--- config.mk ---
export PLATFORM = sky130hd
export DESIGN_NAME = spm_dma
export DESIGN_NICKNAME = d
export VERILOG_FILES = /design/src/rtl/spm_dma_pkg.sv /design/src/rtl/spm_dma_fifo.sv /design/src/rtl/spm_dma.sv
export SDC_FILE = /design/constraint.sdc
export NUM_CORES = 1
export LEC_CHECK = 0
export CORE_ASPECT_RATIO = 0.9
export CORE_MARGIN = 2
export CORE_UTILIZATION = 44
export CTS_CLUSTER_DIAMETER = 100
export DETAILED_ROUTE_END_ITERATION = 10
export PLACE_DENSITY = 0.82
export SKIP_LAST_GASP = 1
export SYNTH_ARGS = -nofsm -noshare
export SYNTH_HDL_FRONTEND = slang
export SYNTH_HIERARCHICAL = 1
export SYNTH_SLANG_ARGS = --single-unit
--- constraint.sdc ---
create_clock -name cpu_clk -period 4.2 [get_ports cpu_clk]
set_clock_uncertainty 0.1 [all_clocks]
set_input_delay 0.63 -clock cpu_clk [delete_from_list [all_inputs] [get_ports cpu_clk]]
set_output_delay 0.63 -clock cpu_clk [all_outputs]
set_load 0.01 [all_outputs]
--- src/rtl/spm_dma_pkg.sv ---
// Shared constants and types for the scratchpad-memory DMA engine.
// Strobe polarities match the SPM macro: asn is active-low, rw is 1 for read.
package spm_dma_pkg;

   localparam int DEF_ADDR_W = 12;
   localparam int DEF_DATA_W = 32;

   localparam logic ENABLE  = 1'b0;
   localparam logic DISABLE = 1'b1;
   localparam logic WRITE   = 1'b0;
   localparam logic READ    = 1'b1;

   typedef enum logic [1:0] {
      IDLE = 2'd0,
      WR   = 2'd1,
      RD   = 2'd2,
      FIN  = 2'd3
   } dma_state_t;

endpackage

--- src/rtl/spm_dma_fifo.sv ---
// Small synchronous FIFO that buffers SPM read data ahead of the output stream.
// The caller guarantees it never pushes when full or pops when empty.
module spm_dma_fifo
   import spm_dma_pkg::*;
#(
   parameter int DEPTH  = 2,
   parameter int DATA_W = DEF_DATA_W,
   parameter int CNT_W  = $clog2(DEPTH + 1)
) (
   input  logic              clk,
   input  logic              rst_n,
   input  logic              push,
   input  logic [DATA_W-1:0] push_data,
   input  logic              pop,
   output logic [DATA_W-1:0] head_data,
   output logic              empty,
   output logic [CNT_W-1:0]  count
);

   localparam int PTR_W = $clog2(DEPTH);

   logic [DATA_W-1:0] mem [DEPTH];
   logic [PTR_W-1:0]  wr_ptr;
   logic [PTR_W-1:0]  rd_ptr;

   // Explicit wrap so depths that are not a power of two still work.
   function automatic logic [PTR_W-1:0] next_ptr(input logic [PTR_W-1:0] p);
      return (p == PTR_W'(DEPTH - 1)) ? '0 : p + 1'b1;
   endfunction

   always_ff @(posedge clk) begin
      if (!rst_n) begin
         wr_ptr <= '0;
         rd_ptr <= '0;
         count  <= '0;
      end else begin
         if (push) wr_ptr <= next_ptr(wr_ptr);
         if (pop)  rd_ptr <= next_ptr(rd_ptr);
         case ({push, pop})
            2'b10:   count <= count + 1'b1;
            2'b01:   count <= count - 1'b1;
            default: count <= count;
         endcase
      end
   end

   always_ff @(posedge clk) begin
      if (push) mem[wr_ptr] <= push_data;
   end

   assign head_data = mem[rd_ptr];
   assign empty     = (count == '0);

endmodule

--- src/rtl/spm_dma.sv ---
// Single-channel DMA between a valid/ready word stream and the scratchpad memory.
// Writes stream into SPM at 1 word/cycle; reads prefetch into a small FIFO.
module spm_dma
   import spm_dma_pkg::*;
#(
   parameter int ADDR_W    = DEF_ADDR_W,
   parameter int DATA_W    = DEF_DATA_W,
   parameter int OUT_DEPTH = 2
) (
   input  logic              cpu_clk,
   input  logic              cpu_rst_n,
   input  logic              cmd_start,
   input  logic              cmd_dir,
   input  logic [ADDR_W-1:0] cmd_addr,
   input  logic [ADDR_W:0]   cmd_len,
   output logic              busy,
   output logic              done,
   input  logic              in_valid,
   output logic              in_ready,
   input  logic [DATA_W-1:0] in_data,
   output logic              out_valid,
   input  logic              out_ready,
   output logic [DATA_W-1:0] out_data,
   output logic              if_mem_asn,
   output logic              if_mem_rw,
   output logic [ADDR_W-1:0] if_mem_addr,
   output logic [DATA_W-1:0] if_mem_wdata,
   input  logic [DATA_W-1:0] if_mem_rdata
);

   localparam int LEN_W = ADDR_W + 1;
   localparam int CNT_W = $clog2(OUT_DEPTH + 1);

   dma_state_t        state;
   dma_state_t        next_state;
   logic [ADDR_W-1:0] ptr;
   logic [LEN_W-1:0]  remaining;
   logic              in_flight;
   logic [CNT_W-1:0]  fifo_count;
   logic              fifo_empty;
   logic              wr_fire;
   logic              rd_issue;
   logic              out_fire;
   logic              rd_last;
   int                occupancy;

   assign out_fire = out_valid & out_ready;
   assign wr_fire  = (state == WR) && (remaining != '0) && in_valid;

   // A word leaving the FIFO this cycle frees its slot for the read issued now,
   // which is what lets a depth-2 buffer sustain one word per cycle.
   assign occupancy = int'(fifo_count) + int'(in_flight) - int'(out_fire);
   assign rd_issue  = (state == RD) && (remaining != '0) && (occupancy < OUT_DEPTH);

   assign rd_last = (remaining == '0) && !in_flight &&
                    (fifo_empty || ((fifo_count == CNT_W'(1)) && out_fire));

   always_ff @(posedge cpu_clk) begin
      if (!cpu_rst_n) state <= IDLE;
      else            state <= next_state;
   end

   always_comb begin
      next_state = state;
      case (state)
         IDLE: begin
            if (cmd_start) begin
               if (cmd_len == '0)        next_state = FIN;
               else if (cmd_dir == READ) next_state = RD;
               else                      next_state = WR;
            end
         end
         WR:      if (wr_fire && (remaining == LEN_W'(1))) next_state = FIN;
         RD:      if (rd_last) next_state = FIN;
         FIN:     next_state = IDLE;
         default: next_state = IDLE;
      endcase
   end

   always_comb begin
      busy       = (state != IDLE);
      done       = (state == FIN);
      in_ready   = (state == WR) && (remaining != '0);
      if_mem_asn = DISABLE;
      if_mem_rw  = READ;
      if (wr_fire) begin
         if_mem_asn = ENABLE;
         if_mem_rw  = WRITE;
      end else if (rd_issue) begin
         if_mem_asn = ENABLE;
         if_mem_rw  = READ;
      end
   end

   // In RD, remaining counts words still to be issued, not words still to be delivered.
   always_ff @(posedge cpu_clk) begin
      if (!cpu_rst_n) begin
         ptr       <= '0;
         remaining <= '0;
         in_flight <= 1'b0;
      end else begin
         in_flight <= rd_issue;
         if ((state == IDLE) && cmd_start) begin
            ptr       <= cmd_addr;
            remaining <= cmd_len;
         end else if (wr_fire || rd_issue) begin
            ptr       <= ptr + 1'b1;
            remaining <= remaining - 1'b1;
         end
      end
   end

   assign if_mem_addr  = ptr;
   assign if_mem_wdata = in_data;
   assign out_valid    = !fifo_empty;

   spm_dma_fifo #(
      .DEPTH  (OUT_DEPTH),
      .DATA_W (DATA_W),
      .CNT_W  (CNT_W)
   ) u_out_fifo (
      .clk       (cpu_clk),
      .rst_n     (cpu_rst_n),
      .push      (in_flight),
      .push_data (if_mem_rdata),
      .pop       (out_fire),
      .head_data (out_data),
      .empty     (fifo_empty),
      .count     (fifo_count)
   );

endmodule

==> out/metrics.yaml, run 1 <==
run_status: "completed"
fp.coreArea_um2: 10250
global_route.overflow_total: 0
cts-buffers-inserted: 9
clock_tree.htree_level_count: 3
clkTransAtPathRegs_ns: 0.07
max-slew-margin-rel_pct: 34.37
critical_path.reg2reg.startpoint: "u_out_fifo/count[1]"
critical_path_start_end_classification: "input pin to output pin"
synth.net_count: 491
hold_path_stages: 2
global_route.usage.met3_pct: 4.309
finalHoldViolCount: 0
post_synth.cell_area_avg_um2: 12.11
power_density_nw_per_um2: 545.2
tightest_slew_ns: 0.9822
finalCriticalPeriod_ns: 3.965
cts_hold_buffers: 0
worst_r2r_endpoint: "remaining[4]"
final_common_cell: "sky130_fd_sc_hd__clkdlybuf4s50_1"
hold_start: "remaining[12]"
most_frequent_cells_in_the_layout: "112 x sky130_fd_sc_hd__clkdlybuf4s50_1, 64 x sky130_fd_sc_hd__edfxtp_1, 33 x sky130_fd_sc_hd__dfxtp_1"
synth.ff_latch_count: 97
postSynth.asyncResetShare_pct: 0
total_area_of_multi_input_combinational_cells_um2: 1717
clock-root-buffer: "sky130_fd_sc_hd__clkbuf_16"
synth_cells: 384
timing.critical_path.slowest_cell_delay_ns: 0.56
pre_cts_slack_ns: 0.2386
cp.required_ns: 3.47
start_kind: "input pin"
crit_path_max_fanout: 3
io_pins: 177
die-height_um: 101.5
clock_path_buffers: 2
die_area_um2: 11410
synth_area_um2: 4652
detail_route.vias_per_cell: 5.493
firstDrtPassIters: 4
clk_latency_ns: 0.34
hold_path_class: "flop to flop"
max-vdd-ir-drop_mv: 0.2673
ys_warn_count: 6
postLayoutSetupSlackWorst_ns: 0.2353
gr-usage-met1_pct: 22.82
yosys.cell_types.count: 48
drive_above_1_share_pct: 14.35
grt_first_pass_wirelength_um: 15990
synth.yosys.seq_area_share_pct: 55.51
die_width_um: 112.4
reg2reg_depth: 10
final_antenna_net_count: 0
nFillCells: 853
clkSinkCount: 97
worst-path-buf-inv: 3
min_period_over_period_pct: 94.40
p_leak_uw: 0.002022
crit_slowest_cell: "sky130_fd_sc_hd__clkdlybuf4s50_1"
vias: 3312
postLayoutCellArea_um2: 6000
layout_nets: 576
grt_max_degree: 34
reg2reg_setup_slack_ns: 1.15
layer_with_the_highest_usage: "met2"
maxClockFrequency_ghz: 0.2522
groute.usage.overall_pct: 17.67
final.setup.tns_ns: 0
finalSetupViolations: 0
crit_path_end_kind: "output pin"
final_util_pct: 58.55
worstHoldEndpoint: "remaining[12]"
rsz0062_at_grt: "false"
synth-main-ff-cell: "sky130_fd_sc_hd__edfxtp_1"
dpl_cell_area_um2: 5705
edff_count_synth: 64
tritoncts: "built"
max_slew_violations: 0
initial_core_utilization_pct: 45.40
drt_wl_total_um: 9971
post-route-drc-count: 0
post_cts_resized: 0
area.growth.synth_to_final_pct: 28.97
hold-worst-slack_ns: 0.4223
grt_antenna_before_repair: 0
worstPathCellList: "clkdlybuf4s50_1 -> nor2b_1 -> nor2b_1 -> o21ai_0 -> fa_1 -> and2_1 -> a32oi_1 -> a21oi_2 -> inv_1 -> clkdlybuf4s50_1"
groute.layer.met2.usage_pct: 29.24
timing.max_cap.violations: 0
hpwlAfterDp_um: 7137
wire_length_per_cell_um: 16.54
port_buffers: 112
critical_path_arrival_ns: 3.23
worst_path_dominant_cell_family: "buffers and inverters"
gp_routability_congestion: 0.8751
n_antenna_cell: 0
sequential_cell_area_um2: 2582
first_global_vias: 3325
cts_post_setup_buffers_inserted: 0
placementRows: 35
detailedRoute.firstIterationViolations: 152
==> power by group <==
group / switching (uW) / internal, uW
Sequential: 132 / 1170
Clock: 381 / 420
Combinational: 576 / 595
Total: 1090 / 2180
==> area by class of cell <==
class                      instances  share of cell area [%]
multi-input combinational        226                   28.61
sequential                        97                   43.04
timing repair buffer             122                   19.94
inverter                          13                  0.8133
clock inverter                     7                   1.147
tap                              129                   2.690
clock buffer                       9                   3.754
==> tightest hold or removal path, delay by kind of cell (launching register included) <==
kind,cells,cell delay (ns)
AO/OA/AOI/OAI,2,0.14
flip-flops,1,0.34
==> cells by family after synthesis <==
| family | after synthesis | synth area share, % |
|---|---|---|
| xor gates and xnor gates | 19 | 3.577 |
| buffers and inverters | 61 | 7.746 |
| adders and majority gates | 12 | 3.389 |
| DFF | 97 | 55.51 |
| AOI/OAI and AO/OA | 76 | 10.71 |
| and+or+nand+nor | 84 | 10.68 |
| muxes | 35 | 8.392 |
==> how the worst max path moves through the flow <==
stage                         start    endpoint  cells after the start
after detailed placement  out_ready  if_mem_asn                     10
after global routing      out_ready  if_mem_asn                     10
after floorplan           out_ready  if_mem_asn                      8
final                     out_ready  if_mem_asn                     10
after global placement    out_ready  if_mem_asn                     10
after CTS                 out_ready  if_mem_asn                     10
==> registers in the layout (all words and copies together), names as in the netlist, named ones only <==
register and flops:
if_mem_addr 12, in_flight 1, remaining 13, state 2, u_out_fifo/count 2, u_out_fifo/mem 64
u_out_fifo/rd_ptr 1, u_out_fifo/wr_ptr 1
==> stage by stage <==
| step | power (uW) | cells |
|---|---|---|
| floorplan | 2026 | 384 |
| global placement | 2438 | 587 |
| detailed placement | 2479 | 587 |
| CTS | 3290 | 603 |
| global route | 3457 | 603 |
| finish | 3271 | 603 |
==> per-layer routing <==
layer | vias up | share of wire (%) | wire length (um)
li1 | 1565 | - | -
met1 | 1559 | 45 | 4469
met2 | 162 | 46 | 4581
met3 | 26 | 7.5 | 751
met4 | 0 | 1.7 | 168
met5 | - | 0 | 0
==> cell usage after synthesis, types with 7 or more instances <==
library cell	number	area share, %
sky130_fd_sc_hd__edfxtp_1	64	41
sky130_fd_sc_hd__buf_4	35	5.6
sky130_fd_sc_hd__dfxtp_1	33	14
sky130_fd_sc_hd__mux2_2	30	7.3
sky130_fd_sc_hd__o21ai_0	26	2.8
sky130_fd_sc_hd__xnor2_1	18	3.4
sky130_fd_sc_hd__a211oi_1	14	2.3
sky130_fd_sc_hd__a21oi_1	14	1.5
sky130_fd_sc_hd__clkbuf_1	13	1.0
sky130_fd_sc_hd__inv_1	13	1.0
sky130_fd_sc_hd__nand2_1	12	0.97
sky130_fd_sc_hd__ha_1	11	3.0
sky130_fd_sc_hd__nand3_1	10	1.1
sky130_fd_sc_hd__nor2_1	9	0.73
sky130_fd_sc_hd__nor3_1	9	0.97
sky130_fd_sc_hd__and2_1	7	0.94
Note: power is estimated with default switching activity, not from simulation.
==> inputs of run 2 (changes only) <==
- MAX_ROUTING_LAYER: unset -> met4
==> run 2 against run 1 <==
Clock power fell by 2.5%. Register-to-register slack better by 0.02 ns. Worst setup slack better by 0.017 ns. Count of clock-buffer cells in the layout is the same. First-iteration DRC count is 26% higher. Hold slack lost 0.0012 ns. Core utilization fell by 0.073 points. Flip-flop and latch count unchanged. Critical path type unchanged.
==> out/metrics.yaml, run 2 (synthesis results as in run 1) <==
post_cts_resized: 0
global_route.overflow_total: 0
crit_slowest_cell: "sky130_fd_sc_hd__clkdlybuf4s50_1"
path_depth: 10
die_area_um2: 11410
run_status: "completed"
start_kind: "input pin"
drive_above_1_share_pct: 14.14
final_common_cell: "sky130_fd_sc_hd__clkdlybuf4s50_1"
die-height_um: 101.5
drt_wl_total_um: 10050
crit_path_end_kind: "output pin"
critical_path_start_end_classification: "input pin to output pin"
finalSetupViolations: 0
grt_max_degree: 34
min_period_over_period_pct: 94.00
gp_routability_congestion: 0.8903
clkTransAtPathRegs_ns: 0.06
p_leak_uw: 0.002018
clock_tree.htree_level_count: 3
worstHoldEndpoint: "state[1]"
fp.coreArea_um2: 10250
rsz0062_at_grt: "false"
cp.required_ns: 3.47
hold_start: "state[1]"
die_width_um: 112.4
tritoncts: "built"
hpwlAfterDp_um: 7114
cts_post_setup_buffers_inserted: 0
port_buffers: 112
p_total_uw: 3248
hold_path_stages: 2
sequential_cell_area_um2: 2582
final.setup.tns_ns: 0
wire_length_per_cell_um: 16.66
cts_hold_buffers: 0
clock_path_buffers: 2
power_density_nw_per_um2: 542.1
detail_route.vias_per_cell: 5.484
hold_path_class: "flop to flop"
firstDrtPassIters: 4
timing.max_cap.violations: 0
flip_flop_count_of_the_largest_register_after_layout: 64
worstPathCellList: "clkdlybuf4s50_1 -> nor2b_1 -> nor2b_1 -> o21ai_0 -> fa_1 -> and2_1 -> a32oi_1 -> a21oi_2 -> inv_1 -> clkdlybuf4s50_1"
worst_r2r_endpoint: "remaining[12]"
timing.critical_path.slowest_cell_delay_ns: 0.55
grt_first_pass_wirelength_um: 15990
n_antenna_cell: 0
maxClockFrequency_ghz: 0.2533
critical_path_arrival_ns: 3.22
crit_path_max_fanout: 3
detailedRoute.firstIterationViolations: 191
area.growth.synth_to_final_pct: 28.81
placementRows: 35
max-slew-margin-rel_pct: 33.58
finalCriticalPeriod_ns: 3.948
first_global_vias: 3296
initial_core_utilization_pct: 45.40
post-route-drc-count: 0
tightest_slew_ns: 0.9940
max-vdd-ir-drop_mv: 0.2604
finalHoldViolCount: 0
final_antenna_net_count: 0
critical_path.reg2reg.startpoint: "u_out_fifo/count[1]"
io_pins: 177
most_frequent_cells_in_the_layout: "112 x sky130_fd_sc_hd__clkdlybuf4s50_1, 64 x sky130_fd_sc_hd__edfxtp_1, 33 x sky130_fd_sc_hd__dfxtp_1"
groute.usage.overall_pct: 18.33
total_area_of_multi_input_combinational_cells_um2: 1717
worst_path_dominant_cell_family: "buffers and inverters"
grt_antenna_before_repair: 0
max_slew_violations: 0
worst-path-buf-inv: 3
clock-root-buffer: "sky130_fd_sc_hd__clkbuf_16"
layout_nets: 576
vias: 3307
reg2reg_depth: 11
nFillCells: 843
clkSinkCount: 97
top_register: "u_out_fifo/mem"
cts-buffers-inserted: 9
clk_latency_ns: 0.34
reg2reg_setup_slack_ns: 1.17
[run 2: cell count changes in the layout (fill, tap and decap cells not counted)]
cell,delta
sky130_fd_sc_hd__clkinv_1,+1
sky130_fd_sc_hd__inv_8,-1
[run 2: worst max path at each step]
stage               startpoint          to  slack, ns
finish               out_ready  if_mem_asn       0.25
global placement     out_ready  if_mem_asn       0.31
CTS                  out_ready  if_mem_asn       0.23
detailed placement   out_ready  if_mem_asn       0.25
global route         out_ready  if_mem_asn       0.06
floorplan            out_ready  if_mem_asn       1.01
[run 2: cell type report]
cell class | count | share of cell area, %
repair buffers | 122 | 19.96
well taps | 129 | 2.694
inverters | 13 | 0.8144
clock inverters | 7 | 1.023
flip-flops and latches | 97 | 43.10
multi-input cells | 226 | 28.65
clock buffers | 9 | 3.759
[run 2: power by group]
group	leakage (uW)	switching [uW]	internal, uW	total (uW)
clock network	0.000141	367	413	780
logic	0.00103	577	594	1170
registers	0.000850	129	1170	1300
[run 2: metal layers]
layer  vias to the layer above  global-route usage (%)  wire length, um
li1                       1580                       -                -
met1                      1545                   22.37             4414
met2                       165                   29.94             4735
met3                        17                   4.788              785
met4                         0                   6.191              109
met5                         -                       -                0
[run 2: metrics by stage]
step	setup WS, ns	instances	instance area, um2	utilization [%]	hold WS (ns)
after floorplan	1.010	384	4652	-	0.3677
after global placement	0.3054	587	5705	55.68	0.3847
after detailed placement	0.2488	587	5705	55.68	0.4121
after CTS	0.2272	603	5992	58.47	0.4265
after global routing	0.06022	603	5992	58.47	0.4435
final	0.2519	603	5992	58.47	0.4211
[run 2: tightest hold or removal path: stages, from the launching register on]
cell	delay, ns
sky130_fd_sc_hd__dfxtp_1	0.35
sky130_fd_sc_hd__nand2_1	0.07
sky130_fd_sc_hd__mux2i_1	0.06
